--- src/rtl/mire_writer.sv ---
// rtl/mire_writer.sv - grid test-pattern frame writer, Wishbone classic-cycle master
//
// Writes one frame of a grid pattern into a row-major, one-word-per-pixel
// frame buffer at base address 0. A pixel is white (24'hFFFFFF) when
// x[3:0]==0 or y[3:0]==0 and black otherwise; the top byte is always 0.
// The bus request is dropped for one cycle after every BURST accepted
// writes so that the arbiter can serve the display reader.
//
// Optional feature macro: MIRE_CONTINUOUS_EN
//   defined   : the frame is rewritten indefinitely, done stays 0
//   undefined : one frame is written, then done=1 until reset
//
// Parameters:
//   HDISP        visible pixels per line
//   VDISP        visible lines per frame
//   BURST        writes accepted per bus tenure before a forced release (>=1)
//
// Ports:
//   wshb_clk     in   1   clock
//   wshb_rst     in   1   synchronous active-high reset
//   wshb_cyc     out  1   bus cycle request
//   wshb_stb     out  1   strobe
//   wshb_we      out  1   write enable (follows stb)
//   wshb_adr     out  32  byte address
//   wshb_dat_ms  out  32  write data
//   wshb_sel     out  4   byte select, all lanes
//   wshb_cti     out  3   classic cycle
//   wshb_bte     out  2   linear burst type (unused)
//   wshb_ack     in   1   slave acknowledge
//   done         out  1   frame complete (single-shot build)
//   frame_count  out  8   completed frames, wraps 255->0

module mire_writer #(
    parameter int HDISP = 800,
    parameter int VDISP = 480,
    parameter int BURST = 64
) (
    input  logic        wshb_clk,
    input  logic        wshb_rst,
    output logic        wshb_cyc,
    output logic        wshb_stb,
    output logic        wshb_we,
    output logic [31:0] wshb_adr,
    output logic [31:0] wshb_dat_ms,
    output logic [3:0]  wshb_sel,
    output logic [2:0]  wshb_cti,
    output logic [1:0]  wshb_bte,
    input  logic        wshb_ack,
    output logic        done,
    output logic [7:0]  frame_count
);

    // Counters are at least 4 bits wide so the grid test on [3:0] is
    // always legal, even for tiny test geometries.
    localparam int XW = ($clog2(HDISP) < 4) ? 4 : $clog2(HDISP);
    localparam int YW = ($clog2(VDISP) < 4) ? 4 : $clog2(VDISP);
    localparam int BW = ($clog2(BURST + 1) < 1) ? 1 : $clog2(BURST + 1);

    typedef enum logic [1:0] {
        RESET_WAIT = 2'd0,
        WRITE      = 2'd1,
        PAUSE      = 2'd2,
        DONE       = 2'd3
    } state_t;

    state_t          state;
    logic [XW-1:0]   x;
    logic [YW-1:0]   y;
    logic [BW-1:0]   burst_cnt;
    logic            cyc_q;
    logic            stb_q;
    logic [31:0]     adr_q;
    logic [31:0]     dat_q;

    logic            last_x;
    logic            last_y;
    logic            last_pixel;
    logic            burst_end;
    logic [XW-1:0]   next_x;
    logic [YW-1:0]   next_y;

    function automatic logic [31:0] pixel(input logic [XW-1:0] px,
                                          input logic [YW-1:0] py);
        logic grid;
        grid = (px[3:0] == 4'd0) || (py[3:0] == 4'd0);
        return {8'h00, grid ? 24'hFFFFFF : 24'h000000};
    endfunction

    // Position of the word that follows the one currently on the bus.
    always_comb begin
        last_x     = (x == XW'(HDISP - 1));
        last_y     = (y == YW'(VDISP - 1));
        last_pixel = last_x && last_y;
        burst_end  = (burst_cnt == BW'(BURST - 1));
        next_x     = last_x ? '0 : x + 1'b1;
        next_y     = y;
        if (last_x) begin
            next_y = last_y ? '0 : y + 1'b1;
        end
    end

    always_ff @(posedge wshb_clk) begin
        if (wshb_rst) begin
            state       <= RESET_WAIT;
            x           <= '0;
            y           <= '0;
            burst_cnt   <= '0;
            cyc_q       <= 1'b0;
            stb_q       <= 1'b0;
            adr_q       <= 32'd0;
            dat_q       <= pixel('0, '0);
            done        <= 1'b0;
            frame_count <= 8'd0;
        end else begin
            case (state)
                RESET_WAIT: begin
                    state <= WRITE;
                    cyc_q <= 1'b1;
                    stb_q <= 1'b1;
                end

                WRITE: begin
                    // Without ack everything holds, keeping adr/dat/we stable.
                    if (wshb_ack) begin
                        x     <= next_x;
                        y     <= next_y;
                        dat_q <= pixel(next_x, next_y);
                        if (last_pixel) begin
                            // Frame end always releases the bus once; a
                            // coinciding burst boundary does not add a second
                            // pause, it only clears the burst counter.
                            adr_q       <= 32'd0;
                            burst_cnt   <= '0;
                            frame_count <= frame_count + 8'd1;
                            cyc_q       <= 1'b0;
                            stb_q       <= 1'b0;
`ifdef MIRE_CONTINUOUS_EN
                            state       <= PAUSE;
`else
                            state       <= DONE;
                            done        <= 1'b1;
`endif
                        end else if (burst_end) begin
                            adr_q     <= adr_q + 32'd4;
                            burst_cnt <= '0;
                            cyc_q     <= 1'b0;
                            stb_q     <= 1'b0;
                            state     <= PAUSE;
                        end else begin
                            adr_q     <= adr_q + 32'd4;
                            burst_cnt <= burst_cnt + 1'b1;
                        end
                    end
                end

                PAUSE: begin
                    state <= WRITE;
                    cyc_q <= 1'b1;
                    stb_q <= 1'b1;
                end

                DONE: begin
                    cyc_q <= 1'b0;
                    stb_q <= 1'b0;
                end

                default: begin
                    state <= RESET_WAIT;
                    cyc_q <= 1'b0;
                    stb_q <= 1'b0;
                end
            endcase
        end
    end

    assign wshb_cyc    = cyc_q;
    assign wshb_stb    = stb_q;
    assign wshb_we     = stb_q;
    assign wshb_adr    = adr_q;
    assign wshb_dat_ms = dat_q;
    assign wshb_sel    = 4'b1111;
    assign wshb_cti    = 3'b000;
    assign wshb_bte    = 2'b00;

endmodule

--- config.mk ---
export PLATFORM = sky130hd
export DESIGN_NAME = mire_writer
export DESIGN_NICKNAME = d
export VERILOG_FILES = /design/src/rtl/mire_writer.sv
export SDC_FILE = /design/constraint.sdc
export NUM_CORES = 1
export LEC_CHECK = 0
export CAP_MARGIN = 30
export CORE_ASPECT_RATIO = 0.9
export CORE_MARGIN = 2
export CORE_UTILIZATION = 31
export DETAILED_ROUTE_END_ITERATION = 10
export HOLD_SLACK_MARGIN = 0.03
export PLACE_DENSITY = 0.52
export SLEW_MARGIN = 20
export SYNTH_ARGS = -nofsm -noshare
export SYNTH_HDL_FRONTEND = slang
export SYNTH_SLANG_ARGS = --single-unit
--- constraint.sdc ---
create_clock -name wshb_clk -period 4 [get_ports wshb_clk]
set_input_delay 0.6 -clock wshb_clk [delete_from_list [all_inputs] [get_ports wshb_clk]]
set_output_delay 0.6 -clock wshb_clk [all_outputs]
set_load 0.05 [all_outputs]
==> impl_metrics.toml <==
[timing]
fin_crit_sh_pct = 65.01
grt_setup_unrepaired = "false"
setup_tns_ns = 0
hold_violations = 0
report.final.slew_viol_count = 0
worst-slew-pin-transition_ns = 0.8101
period_needed_ns = 2.600
skew_ns = 0.007402
timing.slew.headroom_pct = 45.75
setup_viol = 0
fmax_mhz = 384.6

[die]
core_area_um2 = 11340
die_width_um = 117.4
die_area_um2 = 12460
die_h_um = 106.1
rows = 37
io_pins = 88
initial_utilization_pct = 31.65

[clock_network]
insertion_delay_ns = 0.33
path_clk_slew_ns = 0.06
tritoncts = "yes"
clockBufferDepth = 2
clk_root_buffer_cell = "clkbuf_16"
cts_setup_buffers = 0
cts.htree.levels = 3
cts_buffers = 9
cts_sinks = 69
hold_buffers = 0
cts_resized = 0

[critical_path]
critPathSlowestCell = "clkdlybuf4s50_1"
max_stage_delay_ns = 0.93
path_cells = "clkdlybuf4s50_1"
worstPathMaxFanout = 25
start_kind = "flip-flop"
r2r.worst_path.cells = 6
critPathRequiredTime_ns = 3.40
crit_type = "flip-flop to output pin"
crit_arrival_ns = 2.00
cp_top_family = "buffers and inverters"
cp.depth = 1
cp_num_buf_inv = 1
end_kind = "output pin"

[place]
place_hpwl_um = 5732
gp_congestion = 0.7488
io_buffers = 68
dpl_cell_area_um2 = 4167

[logic_synthesis]
synth_top_flop_cell = "dfxtp_1"
avgSynthCellArea_um2 = 8.427
seq_area_frac_synth_pct = 38.48
ys_warn_count = 0
synth_seq_cells = 69
ys_top_cells_by_area = "dfxtp_1, buf_4, xnor2_1, nor2_1, nand2_1"
synthDistinctLibCells = 48
syn_inst = 426
syn_area_um2 = 3590
synth-edff-count = 0
synth_top_area_share_pct = 38.48
synth-async-reset-ratio_pct = 0
yosys.area.top_type = "dfxtp_1"

[power_and_ir_drop]
switchingPower_mw = 0.4575
pwr-share-seq_pct = 41.9
power_mw = 1.682
p_per_area_nw_per_um2 = 376.4
p_int_mw = 1.224
p_clk_share_pct = 47.2
netSwitchingFraction_pct = 27.20
p_leak_nw = 1.529
combPwrFrac_pct = 10.9
peakVddDrop_uv = 195.4

[layout]
synthToLayoutAreaGrowth_pct = 24.47
fin_nets = 475
layout-drive-gt1-share_pct = 6.992
antennaDiodeCount = 0
final_cell_mix = "dfxtp_1, clkdlybuf4s50_1, nor2_1"
layout_commonest_cell = "dfxtp_1"
design_area_um2 = 4468

[detailed_routing]
wl_met2_um = 3573
via_per_inst = 4.651
drtIter0Drc = 107
drt_wl_total_um = 8015
antenna_left = 0
met1Wirelength_um = 3985
routed.top_layer = "met4"
route.detailed.drc = 0
wl_per_cell_um = 12.76
dr.pass1.iters = 4
num_vias = 2921
dr_wl_met3_um = 360

[grt]
track_usage_pct = 12.90
grt_first_pass_wirelength_um = 13140
grt_max_degree = 36
globalRouteOverflowTotal = 0
grt_pass1_vias = 2586
antenna_found_initial = 0

[min_path]
worstHoldPathCells = 1
hp-class = "flip-flop to flip-flop"

[outcome]
outcome = "complete, no violations"

[run]
maxCapViolCount = 0
[power by group through the flow]
stage | registers [mW] | clock network [mW] | logic, mW
after CTS | 0.705 | 0.813 | 0.184
after detailed placement | 0.720 | 0 | 0.184
final | 0.704 | 0.793 | 0.184
after global routing | 0.706 | 0.842 | 0.190
after global placement | 0.719 | 0 | 0.184
after floorplan | 0.726 | 0 | 0.166
[per-stage QoR]
stage	hold slack [ns]	worst slack (ns)	util (%)	cells
3_3_place_gp	0.4334	1.269	36.73	612
4_1_cts	0.4597	1.345	39.39	628
2_1_floorplan	0.4285	1.778	-	443
6_report	0.4557	1.400	39.39	628
3_5_place_dp	0.4521	1.212	36.73	612
5_1_grt	0.4729	1.178	39.39	628
[synthesized netlist by cell type (2+ instances only)]
cell,count
a21oi_1,20
a31oi_1,2
and2_1,3
and3_1,8
and4_1,5
buf_1,2
buf_2,5
buf_4,44
clkbuf_1,9
conb_1,2
dfxtp_1,69
ha_1,5
inv_1,6
mux2i_1,2
nand2_1,40
nand3_1,25
nand3b_1,4
nand4_1,13
nor2_1,50
nor2b_1,2
nor3_1,18
nor4_1,6
nor4_2,4
o211a_1,2
o21ai_0,7
o31ai_1,2
or3_1,6
xnor2_1,30
xor2_1,16
[layer usage]
metal	global-route usage [%]	vias to the layer above
met5	0	-
met4	4.131	0
met3	2.951	8
met2	20.51	76
met1	17.40	1352
li1	-	1485
[cell families (layout without fill, tap and decap cells)]
group / count (synthesis) / in the layout / share of synthesized area, %
other cells: 2 / 19 / 0.2092
mux: 2 / 2 / 0.5577
xor+xnor: 46 / 46 / 11.22
buf+inv: 67 / 96 / 11.99
compound gates: 40 / 40 / 6.797
flops: 69 / 69 / 38.48
fa+ha+maj: 5 / 5 / 1.743
simple gates: 195 / 195 / 29.00
[state kept, by name, summed over array words and instances (netlist names)]
signal       cells
burst_cnt        7
done             1
frame_count      8
state            2
wshb_adr        30
wshb_dat_ms      1
wshb_stb         1
x               10
y                9
[layout make-up]
| class | count | area (um^2) |
|---|---|---|
| clock buffer | 10 | 229.0 |
| clock inverter | 6 | 72.57 |
| fill | 1144 | 6874 |
| inverter | 6 | 22.52 |
| multi-input combinational | 307 | 1842 |
| sequential | 69 | 1381 |
| tap | 156 | 195.2 |
| timing repair buffer | 74 | 725.7 |
[path summary, 6_finish.rpt]
kind                                                    from                     endpoint  slack, ns
worst max-delay path            wshb_dat_ms[22]$_SDFFE_PP1P_              wshb_dat_ms[12]       1.40
worst min-delay path               burst_cnt[6]$_SDFFE_PP0P_    burst_cnt[6]$_SDFFE_PP0P_       0.46
worst max register to register             y[0]$_SDFFE_PP0P_  frame_count[7]$_SDFFE_PP0P_       1.48
worst min register to register     burst_cnt[6]$_SDFFE_PP0P_    burst_cnt[6]$_SDFFE_PP0P_       0.46
Power figures use the tool's default switching activity.
